<file path="config.mk">
export PLATFORM = sky130hd
export DESIGN_NAME = combo_keypad_if
export DESIGN_NICKNAME = d
export VERILOG_FILES = /design/src/rtl/combo_keypad_if.sv
export SDC_FILE = /design/constraint.sdc
export NUM_CORES = 1
export LEC_CHECK = 0
export ABC_AREA = 1
export BUFFER_PORTS_ARGS = -buffer_cell sky130_fd_sc_hd__buf_2
export CAP_MARGIN = 20
export CELL_PAD_IN_SITES_DETAIL_PLACEMENT = 0
export CELL_PAD_IN_SITES_GLOBAL_PLACEMENT = 1
export CORE_UTILIZATION = 39
export DETAILED_ROUTE_END_ITERATION = 12
export PLACE_DENSITY = 0.74
export SLEW_MARGIN = 40
export SYNTH_ARGS = -nofsm -noshare
export SYNTH_HDL_FRONTEND = slang
export SYNTH_SLANG_ARGS = --single-unit
</file>
<file path="constraint.sdc">
create_clock -name clk -period 1.9 [get_ports clk]
set_input_delay 0.38 -clock clk [delete_from_list [all_inputs] [get_ports clk]]
set_output_delay 0.38 -clock clk [all_outputs]
set_load 0.02 [all_outputs]
</file>
<file path="src/rtl/combo_keypad_if.sv">
// Keypad front end of the combination lock: scans a 4x4 matrix, debounces, accumulates digits, compares with password.
// Optional failed-attempt lockout is built when KEYPAD_LOCKOUT_EN is defined.
module combo_keypad_if #(
  parameter int SCAN_DIV       = 50000,
  parameter int DEBOUNCE_SCANS = 8,
  parameter int DIGITS         = 4,
  parameter int LOCKOUT_TICKS  = 10000
) (
  input  logic                  clk,
  input  logic                  reset,
  input  logic [3:0]            row_n,
  output logic [3:0]            col_n,
  input  logic                  setPW,
  input  logic                  attPW,
  output logic                  valid,
  output logic                  enter,
  output logic                  restart,
  output logic                  match,
  output logic [3:0]            key_code,
  output logic [4*DIGITS-1:0]   entry,
  output logic                  lockout
);

  localparam int TICK_W = $clog2(SCAN_DIV);
  localparam int DEB_W  = $clog2(DEBOUNCE_SCANS + 1);
  localparam int CNT_W  = $clog2(DIGITS + 1);

  localparam logic [1:0] S_SCAN    = 2'd0;
  localparam logic [1:0] S_DEBP    = 2'd1;
  localparam logic [1:0] S_PRESSED = 2'd2;

  logic [3:0]          row_s1_q, row_s2_q;
  logic [TICK_W-1:0]   tick_cnt_q;
  logic                tick;
  logic [1:0]          state_q, state_d;
  logic [3:0]          col_q, col_d;
  logic [DEB_W-1:0]    deb_q, deb_d;
  logic [1:0]          row_q, row_d;
  logic                press_ev, release_ev;
  logic                hit;
  logic [1:0]          hit_row, col_idx;
  logic [3:0]          code_now;
  logic                valid_q, enter_q, restart_q, match_q;
  logic [3:0]          key_code_q;
  logic [4*DIGITS-1:0] entry_q, pw_q;
  logic [CNT_W-1:0]    cnt_q;
  logic                lockout_q, lock_start;

  function automatic logic [3:0] key_map(input logic [1:0] r, input logic [1:0] c);
    case ({r, c})
      4'h0: key_map = 4'h1;  4'h1: key_map = 4'h2;  4'h2: key_map = 4'h3;
      4'h4: key_map = 4'h4;  4'h5: key_map = 4'h5;  4'h6: key_map = 4'h6;
      4'h8: key_map = 4'h7;  4'h9: key_map = 4'h8;  4'hA: key_map = 4'h9;
      4'hC: key_map = 4'hE;  4'hD: key_map = 4'h0;  4'hE: key_map = 4'hF;
      default: key_map = 4'h0;
    endcase
  endfunction

  always_ff @(posedge clk) begin
    row_s1_q <= row_n;
    row_s2_q <= row_s1_q;
  end

  assign tick = (tick_cnt_q == TICK_W'(SCAN_DIV - 1));

  always_ff @(posedge clk) begin
    if (reset || tick) tick_cnt_q <= '0;
    else               tick_cnt_q <= tick_cnt_q + TICK_W'(1);
  end

  // Key decode: lowest low row wins; column 3 (A-D) and lockout count as no key.
  always_comb begin
    hit_row = 2'd0;
    case (col_q)
      4'b1110: col_idx = 2'd0;
      4'b1101: col_idx = 2'd1;
      4'b1011: col_idx = 2'd2;
      default: col_idx = 2'd3;
    endcase
    for (int r = 3; r >= 0; r--) begin
      if (!row_s2_q[r]) hit_row = 2'(r);
    end
    hit      = ~&row_s2_q && (col_idx != 2'd3) && !lockout_q;
    code_now = key_map(hit_row, col_idx);
  end

  always_comb begin
    state_d    = state_q;
    col_d      = col_q;
    deb_d      = deb_q;
    row_d      = row_q;
    press_ev   = 1'b0;
    release_ev = 1'b0;
    if (tick) begin
      case (state_q)
        S_SCAN: begin
          if (hit) begin
            state_d = S_DEBP;
            deb_d   = DEB_W'(1);
            row_d   = hit_row;
          end else begin
            col_d = {col_q[2:0], col_q[3]};
          end
        end
        S_DEBP: begin
          if (hit && hit_row == row_q) begin
            if (deb_q == DEB_W'(DEBOUNCE_SCANS - 1)) begin
              state_d  = S_PRESSED;
              deb_d    = '0;
              press_ev = 1'b1;
            end else begin
              deb_d = deb_q + DEB_W'(1);
            end
          end else begin
            state_d = S_SCAN;
            deb_d   = '0;
          end
        end
        S_PRESSED: begin
          if (hit) begin
            deb_d = '0;
          end else if (deb_q == DEB_W'(DEBOUNCE_SCANS - 1)) begin
            state_d    = S_SCAN;
            deb_d      = '0;
            release_ev = 1'b1;
          end else begin
            deb_d = deb_q + DEB_W'(1);
          end
        end
        default: begin
          state_d = S_SCAN;
          deb_d   = '0;
        end
      endcase
    end
  end

  always_ff @(posedge clk) begin
    if (reset) begin
      state_q <= S_SCAN;
      col_q   <= 4'b1110;
      deb_q   <= '0;
      row_q   <= 2'd0;
    end else begin
      state_q <= lock_start ? S_SCAN : state_d;
      col_q   <= col_d;
      deb_q   <= lock_start ? '0 : deb_d;
      row_q   <= row_d;
    end
  end

  always_ff @(posedge clk) begin
    if (reset) begin
      valid_q    <= 1'b0;
      enter_q    <= 1'b0;
      restart_q  <= 1'b0;
      key_code_q <= 4'h0;
    end else if (press_ev) begin
      key_code_q <= code_now;
      valid_q    <= !lock_start;
      enter_q    <= !lock_start && (code_now == 4'hF);
      restart_q  <= !lock_start && (code_now == 4'hE);
    end else if (release_ev) begin
      valid_q   <= 1'b0;
      enter_q   <= 1'b0;
      restart_q <= 1'b0;
    end
  end

  // Clearing waits for the release so entry/match hold still while the FSM samples '#'/'*'.
  always_ff @(posedge clk) begin
    if (reset) begin
      entry_q <= '0;
      pw_q    <= '0;
      cnt_q   <= '0;
      match_q <= 1'b0;
    end else begin
      if (press_ev && (code_now <= 4'h9) && (setPW || attPW)) begin
        entry_q <= {entry_q[4*DIGITS-5:0], code_now};
        if (cnt_q != CNT_W'(DIGITS)) cnt_q <= cnt_q + CNT_W'(1);
      end else if (release_ev && (key_code_q == 4'hE || key_code_q == 4'hF)) begin
        entry_q <= '0;
        cnt_q   <= '0;
      end
      if (press_ev && (code_now == 4'hF) && setPW) pw_q <= entry_q;
      match_q <= (cnt_q == CNT_W'(DIGITS)) && (entry_q == pw_q);
    end
  end

`ifdef KEYPAD_LOCKOUT_EN
  localparam int LOCK_W = $clog2(LOCKOUT_TICKS + 1);

  logic [1:0]        fail_q;
  logic [LOCK_W-1:0] lock_cnt_q;

  assign lock_start = press_ev && (code_now == 4'hF) && attPW && !match_q && (fail_q == 2'd2);

  always_ff @(posedge clk) begin
    if (reset) begin
      fail_q     <= 2'd0;
      lockout_q  <= 1'b0;
      lock_cnt_q <= '0;
    end else if (lockout_q) begin
      if (tick) begin
        if (lock_cnt_q == LOCK_W'(1)) begin
          lockout_q <= 1'b0;
          fail_q    <= 2'd0;
        end else begin
          lock_cnt_q <= lock_cnt_q - LOCK_W'(1);
        end
      end
    end else if (press_ev && (code_now == 4'hF) && attPW) begin
      if (match_q) begin
        fail_q <= 2'd0;
      end else if (fail_q == 2'd2) begin
        lockout_q  <= 1'b1;
        lock_cnt_q <= LOCK_W'(LOCKOUT_TICKS);
      end else begin
        fail_q <= fail_q + 2'd1;
      end
    end
  end
`else
  assign lock_start = 1'b0;
  assign lockout_q  = 1'b0;
`endif

  assign col_n    = col_q;
  assign valid    = valid_q;
  assign enter    = enter_q;
  assign restart  = restart_q;
  assign match    = match_q;
  assign key_code = key_code_q;
  assign entry    = entry_q;
  assign lockout  = lockout_q;

endmodule

</file>
## Word-level counts from Yosys, hierarchy flattened

Memory sizes are Yosys's and may differ from the RTL's.
Index checks and enable logic that the tools add are counted.

- Bits in registers: 79
- Memory bits (read-only): 64
- Input port bits: 8
- Output and inout bits: 29
- Word-level logic and storage cells: 95
- Memories kept: 1

- $add $sub $neg: 3
- Magnitude comparators: 1
- Eq/ne operators: 21
- Muxes and demuxes: 32
- Bitwise operators: 1
- Reduce and logical (&&, ||, !) cells: 21

Memories:

| memory | depth | width | read ports | clocked after memory_dff | write ports | RTL line | text |
|---|---|---|---|---|---|---|---|
| (no name shown) | 16 | 4 | 1 | 0 | 0 | 50 | `case ({r, c})` |

Operator list:

| cell | number |
|---|---|
| 2-to-1 mux 16 bit | 2 |
| == test 4 bit, second input constant | 7 |
| 2-to-1 mux 2 bit | 9 |
| adder 16 x 1 -> 16 bit, second input constant | 1 |
| == test 16 bit | 1 |
| == test 16 bit, second input constant | 1 |
| 2-to-1 mux 4 bit | 4 |
| case mux 2 bit (3 select lines) | 2 |
| case mux 4 bit (3 select lines) | 1 |
| 2-to-1 mux 1 bit | 11 |
| 2-to-1 mux 3 bit | 3 |
| logical AND 1 bit | 8 |
| inequality test 2 bit, second input constant | 4 |
| inequality test 3 bit, second input constant | 2 |
| AND reduction 3 bit | 2 |
| AND reduction 5 bit | 1 |
| adder 4 x 1 -> 4 bit, second input constant | 1 |
| == test 4 x 3 -> 1 bit, second input constant | 1 |
| <= comparator 4 bit, second input constant | 1 |
| AND reduction 2 bit | 2 |
| AND reduction 4 bit | 1 |
| nonzero test 2 bit | 2 |
| adder 3 x 1 -> 3 bit, second input constant | 1 |
| == test 3 bit, second input constant | 1 |
| 8 further kinds | 10 |

## Logic depth before layout (Yosys ltp)

Gate-level depths: netlist (run 1).

- Word-level depth: 13
- Mapped depth: 14
- Depth with buffers taken out: 14

## Least setup slack after synthesis (run 1)

Ideal clock, no wire load.

- Kind: reg-to-reg
- From: reg col_q[3] (netlist: col_n[3])
- To: reg entry_q[11] (netlist: entry[11])
- Setup time: 0.132 ns
- Arrival time: 1.940 ns
- Data required time: 1.768 ns
- Setup slack: -0.172 ns
- Stages on the path, launching flop included: 14
- Buffers on the path: 1
- Clock period less this slack: 2.072 ns
- Cells stage by stage: dfxtp_1 > nand2_1 > inv_2 > nand2_1 > ha_1 > nand2_2 > nand2_2 > nor2_4 > nand2_2 > nor2_8 > nand3_4 > buf_2 > nand3_1 > a21oi_1

- Cells in the longest elaborated chain, start to end: 11
- Elaborated cells between the ends (all ways): 20
- Classes of those cells: 1 x order compare; 4 x eq/ne; 8 x mux; 6 x reduce/logical; 1 x memory

Ends and longest elaborated chain:

| what | RTL line | text |
|---|---|---|
| start: declaration | 36 | `logic [3:0] col_q, col_d;` |
| start signal: assignment | 146 | `col_q <= col_d;` |
| == test 4 bit | 74 | `case (col_q)` |
| case mux 2 bit (3 select lines) (*) | 74 |  |
| parallel branches: the longest is 9 deep, another holds memory read (16 x 4 bit) | n/a |  |
| end signal: assignment | 179 | `entry_q <= {entry_q[4*DIGITS-5:0], code_now};` |
| end: declaration | 45 | `logic [4*DIGITS-1:0] entry_q, pw_q;` |

Every way passes the cells marked *.
A chain may end at the register's enable or synchronous reset.

## Final worst setup path (run 1)

- From: reg col_q[3] (netlist: col_n[3])
- To: reg entry_q[12] (netlist: entry[12])

Same word-level chain as after synthesis.

==> flow_metrics.py, run 1 <==
metrics = {
    "outcome": {
        "status": "finished with violations",
        "violations": "setup timing",
    },
    "setup_path": {
        "cp.arrival_ns": 2.24,
        "regToRegStartpoint": "col_n[3]",
        "path_buf_inv": 4,
        "cp_data_required_time_ns": 2.19,
        "cp_common_cell": "nand2_4",
        "crit_family": "simple AND/OR/NAND/NOR gates",
        "worst_path_max_delay_cell": "dfxtp_4",
        "reg2reg_slack_ns": -0.05,
        "critPathKind": "flip-flop to flip-flop",
        "path_depth": 14,
        "critPathLaunchType": "flip-flop",
        "path_cells": "nand2_4, inv_4, nand3_4, ha_4, nand2_4, nand2_4, nor2_4, nand4_4, buf_6, nor3_4, buf_6, buf_12, nand2_2, a21oi_2",
        "cp_max_fo": 7,
        "crit_end": "entry[12]",
        "critPathLaunch": "col_n[3]",
        "cp-end-kind": "flip-flop",
        "worst-r2r-cell-count": 14,
        "slowest_delay_ns": 0.36,
        "timing.rr.end": "entry[12]",
    },
    "grt": {
        "grt_pass1_vias": 3124,
        "grt_max_degree": 20,
        "track_usage_pct": 18.0,
        "gr-total-overflow": 0,
        "grt_first_pass_wirelength_mm": 14.3,
        "grt_antenna_before_repair": 0,
    },
    "clock_network": {
        "clk_latency_ns": 0.36,
        "htreeDepth": 3,
        "hold_buffers": 0,
        "clock_sinks": 79,
        "ctsLongestPathBuffers": 2,
        "clk_pin_slew_ns": 0.08,
        "cts_tree": "done",
        "cts_buffers": 9,
        "root_buffer": "clkbuf_8",
    },
    "die": {
        "die_height_um": 100,
        "start_util_pct": 40.5,
        "fp-row-count": 35,
        "core_um2": 9330,
        "die_x_um": 100,
        "die-area_um2": 10100,
        "io_pins": 37,
    },
    "sta": {
        "period_share_pct": 103,
        "skew_ns": 0.00597,
        "fin_ws_ns": -0.0487,
        "hold_viol_final": 0,
        "fin_setup_tns_ns": -0.387,
        "drv_slew": 0,
        "fin_hold_ws_ns": 0.124,
        "max_freq_mhz": 513,
        "rsz0062_at_grt": "true",
        "period_needed_ns": 1.95,
        "finalSetupViolCount": 24,
    },
    "detailed_routing": {
        "vias_per_cell": 4.80,
        "drc": 0,
        "drt-initial-drc-count": 102,
        "wl_per_cell_um": 12.1,
        "finalWirelength_mm": 8.62,
        "ant_nets": 0,
        "drt_pass1_iterations": 5,
        "vias": 3425,
    },
    "worst_hold_path": {
        "hp-class": "input port to flip-flop",
    },
    "logic_synthesis": {
        "synth.avg_cell_area_um2": 7.57,
        "syn_inst": 499,
        "synth.cell_area_um2": 3780,
        "ys_ff_latch": 79,
        "yosys_warnings": 0,
        "synth.distinct_cells": 44,
        "synth_nets": 514,
        "yosysSeqAreaShare_pct": 41.9,
    },
    "power_and_ir_drop": {
        "p_int_uw": 2470,
        "combPwrFrac_pct": 4.2,
        "power.density_nw_per_um2": 634,
        "finalPower_uw": 3150,
        "p_sw_uw": 684,
        "peakVddDrop_mv": 0.533,
        "p_leak_uw": 0.00213,
        "swShare_pct": 21.7,
        "clkPwrFrac_pct": 42.8,
        "pwr-share-seq_pct": 53.0,
    },
    "layout": {
        "drive_above_1_share_pct": 34.4,
        "seqCellArea_um2": 1600,
        "diodes": 0,
        "n_fill_cell": 922,
        "syn2layout_area_growth_pct": 31.7,
        "fin_util_pct": 53.3,
        "fin_nets": 595,
        "finalInstanceArea_um2": 4970,
        "multi_input_area_um2": 2060,
    },
    "placement": {
        "routabilityCongestion": 0.794,
        "placed_cell_area_um2": 4400,
        "portBuffers": 35,
        "hpwl_mm": 6.19,
    },
    "flow_run": {
        "drv_cap": 0,
    },
}
==> worst register-to-register path, delay by kind of cell, from the launching register on <==
kind | cells | cell delay, ns
simple gates | 8 | 0.74
fa+ha+maj | 1 | 0.19
compound gates | 1 | 0.13
flops | 1 | 0.36
buf+inv | 4 | 0.48
==> routing by layer <==
metal  vias up  track usage, %  routed length (um)
met1      1575            21.8                3890
met4         0            5.24                 139
met5         -               0                   0
met2        54            30.5                4240
li1       1783               -                   -
met3        13            5.78                 350
==> area by class of cell <==
type | instances | area share [%]
Multi-Input combinational cell | 329 | 41.3
Clock buffer | 14 | 3.70
Clock inverter | 2 | 0.704
Timing Repair Buffer | 83 | 12.8
Sequential cell | 79 | 32.2
Tap cell | 129 | 3.24
Inverter | 78 | 6.09
==> how the worst min path moves through the flow <==
stage | start | endpoint | slack [ns] | cells past startpoint
after global routing | row_n[1] | row_s1_q[1] | 0.1 | 1
after global placement | row_s1_q[0] | row_s2_q[0] | 0.31 | 0
after detailed placement | row_s1_q[2] | row_s2_q[2] | 0.31 | 0
final | row_n[2] | row_s1_q[2] | 0.12 | 1
after CTS | row_n[2] | row_s1_q[2] | 0.11 | 1
after floorplan | row_s1_q[0] | row_s2_q[0] | 0.31 | 0
==> repair_timing <==
action / in CTS / in global routing
gates resized for setup: 15 / 64
gates cloned: 1 / 1
endpoints found under the hold margin: 0 / 0
setup endpoints to repair: 35 / 48
buffers inserted: 5 / 4
pin swaps: 5 / 25
==> cell families after synthesis <==
family | Yosys count | synth area share (%)
flip-flops | 79 | 41.9
other | 1 | 0.0993
adder cells (fa/ha/maj) | 7 | 2.32
AND/OR/NAND/NOR | 217 | 29.6
XOR/XNOR | 10 | 2.32
AO/OA/AOI/OAI | 94 | 13.7
buffers and inverters | 91 | 10.1
==> registers in the layout, indices dropped and copies added (netlist names), 3 cells and up <==
name,flops
tick_cnt_q,16
pw_q,16
entry,16
row_s2_q,4
row_s1_q,4
col_n,4
key_code,4
cnt_q,3
deb_q,4
==> stage by stage <==
step | cells | setup slack [ns]
2_1_floorplan | 499 | 0.00196
3_3_place_gp | 688 | -0.00143
3_5_place_dp | 688 | -0.0788
4_1_cts | 710 | -0.0660
5_1_grt | 714 | -0.169
6_report | 714 | -0.0487
==> power by group through the flow <==
stage                     Sequential [uW]  Clock, uW  Combinational (uW)
after floorplan                      1710          0                77.0
after global placement               1710          0                 114
after detailed placement             1710          0                 115
after CTS                            1670       1400                 117
final                                1670       1350                 131
after global routing                 1670       1480                 145
==> placed cells by master (no fill, tap or decap), types with 4 or more instances in the layout <==
cell type  count
dfxtp_1       71
inv_1         67
nand2_1       66
nor2_1        43
buf_4         37
buf_2         35
a21oi_1       31
nand3_1       25
nand2_2       24
o21ai_0       13
o21ai_2       12
a21oi_2       11
clkbuf_8      11
nor2_4        10
o21ai_1       10
nand4_1        8
xor2_1         8
nand2_4        6
inv_2          6
ha_1           5
buf_12         5
buf_6          5
nand3_2        4
nor2_2         4
nor4_1         4
nor3_1         4
a221oi_1       4
dfxtp_4        4
dfxtp_2        4
==> Yosys cell counts, drive strengths merged <==
cell type | instances | area, um2
nand2 | 96 | 400
dfxtp | 79 | 1580
inv | 76 | 285
nor2 | 58 | 289
a21oi | 42 | 210
o21ai | 35 | 175
nand3 | 32 | 200
nand4 | 11 | 96.3
xor2 | 8 | 70.1
buf | 7 | 62.6
ha | 7 | 87.6
clkbuf | 6 | 22.5
or2 | 6 | 37.5
nor3 | 5 | 36.3
a221oi | 4 | 35.0
nor4 | 4 | 25.0
a211oi | 3 | 22.5
o211ai | 3 | 22.5
o22ai | 3 | 18.8
a31oi | 2 | 18.8
and3 | 2 | 12.5
clkinv | 2 | 10.0
nor3b | 2 | 15.0
xnor2 | 2 | 17.5
and2 | 1 | 6.26
conb | 1 | 3.75
o21bai | 1 | 7.51
o31ai | 1 | 7.51
(Power assumes the default switching activity.)
==> run 2: changes to the inputs <==
--- a/config.mk
+++ b/config.mk
@@ -6,7 +6,7 @@
 export NUM_CORES = 1
 export LEC_CHECK = 0
 export ABC_AREA = 1
-export BUFFER_PORTS_ARGS = -buffer_cell sky130_fd_sc_hd__buf_2
+export BUFFER_PORTS_ARGS = -buffer_cell sky130_fd_sc_hd__buf_4
 export CAP_MARGIN = 20
 export CELL_PAD_IN_SITES_DETAIL_PLACEMENT = 0
 export CELL_PAD_IN_SITES_GLOBAL_PLACEMENT = 1
==> run 2 against run 1 <==
Effect of this change: the flow still finishes with violations (setup timing); clock skew increased by 0.0073 ns; critical path type unchanged; sequential share of layout area decreased by 0.34 points; die area unchanged; hold slack improved by 0.0062 ns; flip-flop and latch count unchanged.
==> flow_metrics.py, run 2 (synthesis gave the netlist of run 1 again) <==
metrics = {
    "outcome": {
        "status": "finished with violations",
        "violations": "setup timing",
    },
    "grt": {
        "grt_max_degree": 21,
        "grt_pass1_vias": 3149,
        "grt_antenna_before_repair": 0,
        "grt_first_pass_wirelength_mm": 14.7,
        "gr-total-overflow": 0,
        "track_usage_pct": 18.3,
    },
    "die": {
        "die_height_um": 100,
        "start_util_pct": 40.5,
        "io_pins": 37,
        "fp-row-count": 35,
        "core_um2": 9330,
        "die_x_um": 100,
        "die-area_um2": 10100,
    },
    "sta": {
        "period_needed_ns": 1.95,
        "fin_ws_ns": -0.0459,
        "rsz0062_at_grt": "true",
        "drv_slew": 0,
        "period_share_pct": 102,
        "fin_hold_ws_ns": 0.131,
        "finalSetupViolCount": 33,
        "max_freq_mhz": 514,
        "skew_ns": 0.0133,
        "hold_viol_final": 0,
    },
    "setup_path": {
        "cp_data_required_time_ns": 2.14,
        "slowest_delay_ns": 0.36,
        "cp_max_fo": 20,
        "path_cells": "inv_4, nor2_4, nand2_4, buf_6, ha_1, or2_1, a31oi_4, nor2_4, nand3_4, buf_12, nand2_1, inv_1, nor2_1",
        "cp_common_cell": "nor2_4",
        "cp.arrival_ns": 2.18,
        "critPathKind": "flip-flop to flip-flop",
        "cp-end-kind": "flip-flop",
        "critPathLaunchType": "flip-flop",
        "worst_path_max_delay_cell": "dfxtp_4",
    },
    "placement": {
        "portBuffers": 35,
        "placed_cell_area_um2": 4490,
        "routabilityCongestion": 0.833,
        "pre_cts_ws_ns": -0.0660,
        "dp.cells": 690,
        "hpwl_mm": 6.17,
    },
    "detailed_routing": {
        "vias_per_cell": 4.78,
        "drc": 0,
        "finalWirelength_mm": 8.69,
        "wl_per_cell_um": 12.1,
        "drt_pass1_iterations": 4,
        "vias": 3445,
        "drt-initial-drc-count": 114,
        "ant_nets": 0,
    },
    "clock_network": {
        "root_buffer": "clkbuf_8",
        "clk_latency_ns": 0.34,
        "clk_pin_slew_ns": 0.09,
        "cts_buffers": 9,
        "cts_tree": "done",
        "htreeDepth": 3,
        "clock_sinks": 79,
        "ctsLongestPathBuffers": 2,
        "hold_buffers": 0,
    },
    "flow_run": {
        "drv_cap": 0,
    },
    "layout": {
        "syn2layout_area_growth_pct": 32.8,
        "drive_above_1_share_pct": 32.6,
        "mostFrequentLayoutCell": "buf_4",
        "finalInstanceArea_um2": 5020,
        "layout_common_cells": "80 x buf_4, 72 x dfxtp_1, 69 x nand2_1",
        "instances_no_fill": 721,
        "fin_nets": 602,
        "diodes": 0,
    },
    "worst_hold_path": {
        "hp-class": "input port to flip-flop",
    },
    "power_and_ir_drop": {
        "p_leak_uw": 0.00211,
        "power.density_nw_per_um2": 605,
        "peakVddDrop_mv": 0.371,
    },
}
-- run 2: per-layer routing --
metal  part of all wire, %  routed length [um]  GRT usage [%]  up-vias
met5                     0                   0              0        -
met4                   1.8                 159           7.25        0
met3                   2.6                 222           2.92       13
met2                    48                4180           31.1       56
met1                    48                4130           23.2     1580
li1                      -                   -              -     1796
-- run 2: cell type report --
| type | instances | area (um2) |
|---|---|---|
| sequential | 79 | 1600 |
| fill | 925 | 4310 |
| inverter | 78 | 299 |
| multi-input combinational | 329 | 2010 |
| tap | 129 | 161 |
| clock inverter | 5 | 60.1 |
| clock buffer | 11 | 131 |
| timing repair buffer | 90 | 757 |
-- run 2: path summary, 6_finish.rpt --
check / from / to / cells after the start / slack (ns)
worst max-delay path: col_n[1] / pw_q[11] / 13 / -0.05
worst min-delay path: row_n[0] / row_s1_q[0] / 1 / 0.13
worst min register to register: row_s1_q[0] / row_s2_q[0] / 0 / 0.33
worst max register to register: col_n[1] / pw_q[11] / 13 / -0.05
-- run 2: repair_timing --
item,4_1_cts,5_1_grt
endpoints found under the setup margin,33,64
resized for setup,19,38
pin swaps,11,18
buffers inserted,6,9
-- run 2: worst max-delay path: cells and delay by family (launching register included) --
family | cells | cell delay, ns
buf+inv | 4 | 0.37
compound gates | 1 | 0.22
flops | 1 | 0.36
simple gates | 7 | 0.67
fa+ha+maj | 1 | 0.18
-- run 2: metrics by stage --
stage                     setup TNS [ns]  total power, uW  utilization (%)
after CTS                          -1.43             3060             51.5
after floorplan                        0             1790                -
after global placement                 0             1830             48.1
final                             -0.912             3030             53.8
after detailed placement           -1.04             1830             48.1
after global routing               -5.60             3180             53.8
-- run 2: power breakdown --
group / internal, uW / switching [uW]
Clock: 608 / 608
Combinational: 59.0 / 84.2
Sequential: 1670 / 9.00
==> run 3: changes to the inputs <==
==> config.mk (replaced) <==
export PLATFORM = sky130hd
export DESIGN_NAME = combo_keypad_if
export DESIGN_NICKNAME = d
export VERILOG_FILES = /design/src/rtl/combo_keypad_if.sv
export SDC_FILE = /design/constraint.sdc
export NUM_CORES = 1
export LEC_CHECK = 0
export BUFFER_PORTS_ARGS = -buffer_cell sky130_fd_sc_hd__buf_4
export CAP_MARGIN = 20
export CELL_PAD_IN_SITES_DETAIL_PLACEMENT = 1
export CELL_PAD_IN_SITES_GLOBAL_PLACEMENT = 2
export CORE_UTILIZATION = 33
export DETAILED_ROUTE_END_ITERATION = 12
export PLACE_DENSITY = 0.75
export SLEW_MARGIN = 40
export SYNTH_ARGS = -nofsm -noshare
export SYNTH_HDL_FRONTEND = slang
export SYNTH_SLANG_ARGS = --single-unit
==> run 3 against run 2 <==
Effect of this change: the flow still finishes with violations (setup timing); combinational power grew 41%; cell count shrank 8.3%; maximum frequency shrank 16%; non-clock buffer count grew 22; hold slack gained 0.0075 ns; via count grew 1.8%.
==> flow_metrics.py, run 3 <==
metrics = {
    "sta": {
        "fin_ws_ns": -0.403,
        "worst_pin_slew_ns": 0.511,
        "fin_hold_ws_ns": 0.138,
        "fin_setup_tns_ns": -15.12,
        "period_needed_ns": 2.30,
        "finalSetupViolCount": 53,
        "rsz0062_at_grt": "true",
        "hold_viol_final": 0,
        "skew_ns": 0.00800,
        "max_freq_mhz": 434,
        "drv_slew": 0,
        "period_share_pct": 121,
        "relSlewSlack_pct": 65.9,
    },
    "grt": {
        "track_usage_pct": 20.5,
        "gr-total-overflow": 0,
        "grt_max_degree": 40,
        "grt_pass1_vias": 3715,
        "grt_first_pass_wirelength_mm": 18.5,
        "grt_antenna_before_repair": 0,
    },
    "placement": {
        "dp.cells": 631,
        "pre_cts_ws_ns": -0.434,
        "portBuffers": 35,
        "hpwl_mm": 7.44,
        "routabilityCongestion": 0.757,
    },
    "clock_network": {
        "clk_latency_ns": 0.34,
        "htreeDepth": 3,
        "cts_tree": "done",
        "clock_sinks": 79,
        "cts_buffers": 9,
        "hold_buffers": 0,
        "clk_pin_slew_ns": 0.06,
        "ctsLongestPathBuffers": 2,
        "root_buffer": "clkbuf_16",
    },
    "detailed_routing": {
        "drt-initial-drc-count": 131,
        "vias": 3507,
        "ant_nets": 0,
        "drt_pass1_iterations": 5,
        "wl_per_cell_um": 17.2,
        "drc": 0,
        "vias_per_cell": 5.31,
        "finalWirelength_mm": 11.3,
    },
    "power_and_ir_drop": {
        "power.density_nw_per_um2": 702,
        "p_leak_uw": 0.00211,
        "peakVddDrop_mv": 0.643,
    },
    "logic_synthesis": {
        "yosysSeqAreaShare_pct": 42.1,
        "yosys_warnings": 0,
        "syn_inst": 423,
        "synth.avg_cell_area_um2": 8.87,
        "synth_nets": 438,
        "synth.largest_area_cell": "dfxtp_1",
        "synth_edf_count": 0,
        "ys_ff_latch": 79,
        "async_flop_share_pct": 0,
        "yosysMostFrequentCell": "dfxtp_1",
        "synth_top_cell_area_share_pct": 42.1,
        "synth.distinct_cells": 59,
        "synth.cell_area_um2": 3750,
        "synthFlopType": "dfxtp_1",
        "synth_common_cells": "79 x dfxtp_1, 47 x a21oi_1, 32 x nor2_1, 24 x nand3_1",
        "synth_area_leaders": "dfxtp_1 42%, a21oi_1 6.3%, xor2_1 5.1%, nand4_1 3.7%, o211ai_2 3.3%",
    },
    "layout": {
        "drive_above_1_share_pct": 36.1,
        "instances_no_fill": 661,
        "fin_util_pct": 48.8,
        "diodes": 0,
        "n_fill_cell": 1240,
        "layout_common_cells": "93 x buf_4, 73 x dfxtp_1, 41 x a21oi_1",
        "mostFrequentLayoutCell": "buf_4",
        "fin_nets": 531,
        "syn2layout_area_growth_pct": 42.8,
    },
    "setup_path": {
        "critPathKind": "flip-flop to flip-flop",
        "cp-end-kind": "flip-flop",
        "cp_data_required_time_ns": 2.12,
        "worst-r2r-cell-count": 8,
        "cp.arrival_ns": 2.53,
        "cp_max_fo": 39,
        "critPathLaunchType": "flip-flop",
    },
    "die": {
        "io_pins": 37,
        "die_height_um": 109,
        "core_um2": 11000,
        "die_x_um": 109,
        "fp-row-count": 38,
        "die-area_um2": 11800,
        "start_util_pct": 34.2,
    },
    "flow_run": {
        "drv_cap": 0,
    },
    "worst_hold_path": {
        "hp-class": "input port to flip-flop",
        "whs_path_depth": 1,
    },
    "outcome": {
        "status": "finished with violations",
        "violations": "setup timing",
    },
}
-- run 3: cells by family (layout without fill, tap and decap cells) --
family / after synthesis / after routing / share of synthesized area (%)
DFF: 79 / 79 / 42.1
buffers and inverters: 37 / 135 / 4.77
and+or+nand+nor: 157 / 157 / 23.6
adders and majority gates: 7 / 7 / 2.33
AOI/OAI and AO/OA: 109 / 109 / 19.1
muxes: 3 / 3 / 0.800
other: 1 / 1 / 0.0999
xor gates and xnor gates: 30 / 30 / 7.20
-- run 3: area by class of cell --
class                      instances  area, um2  share of cell area [%]
clock buffer                      11        243                    4.53
clock inverter                     5       80.1                    1.49
inverter                           7       26.3                   0.490
multi-input combinational        307       2210                    41.3
sequential                        79       1600                    29.8
tap                              140        175                    3.27
timing repair buffer             112       1030                    19.2
-- run 3: worst paths after layout --
path | slack (ns) | startpoint | to
setup / recovery | -0.40 | col_n[1] | cnt_q[2]
hold / removal | 0.14 | row_n[2] | row_s1_q[2]
setup reg to reg | -0.40 | col_n[1] | cnt_q[2]
hold reg to reg | 0.33 | row_s1_q[1] | row_s2_q[1]
-- run 3: critical path, cell delays in order, from the launching register on --
cell      delay (ns)
dfxtp_4         0.34
and4b_2         0.30
inv_2           0.07
ha_4            0.17
a22o_4          0.24
or4_4           0.53
buf_12          0.20
nor4b_2         0.22
a211oi_1        0.10
-- run 3: layer usage --
layer / up-vias / GRT usage [%] / share of wire, %
li1: 1722 / - / -
met1: 1723 / 24.7 / 45
met2: 49 / 35.9 / 51
met3: 13 / 4.48 / 2.9
met4: 0 / 7.14 / 1.3
met5: - / 0 / 0
-- run 3: timing repair --
| action | in CTS | in global routing |
|---|---|---|
| endpoints found under the hold margin | 0 | 0 |
| buffers inserted | 9 | 6 |
| endpoints found under the setup margin | 53 | 53 |
| cloned | 2 | 1 |
| pin swaps | 21 | 14 |
| resized for setup | 36 | 22 |
-- run 3: power breakdown --
| group | switching [uW] | internal (uW) | total, uW |
|---|---|---|---|
| Combinational | 120 | 81.0 | 201 |
| Clock | 695 | 1190 | 1880 |
| Sequential | 8.81 | 1670 | 1680 |
-- run 3: per-stage QoR --
stage	total power [uW]	instance area (um2)
CTS	3820	5240
global placement	1890	4660
detailed placement	1900	4660
global route	3900	5360
floorplan	1810	3810
finish	3760	5360
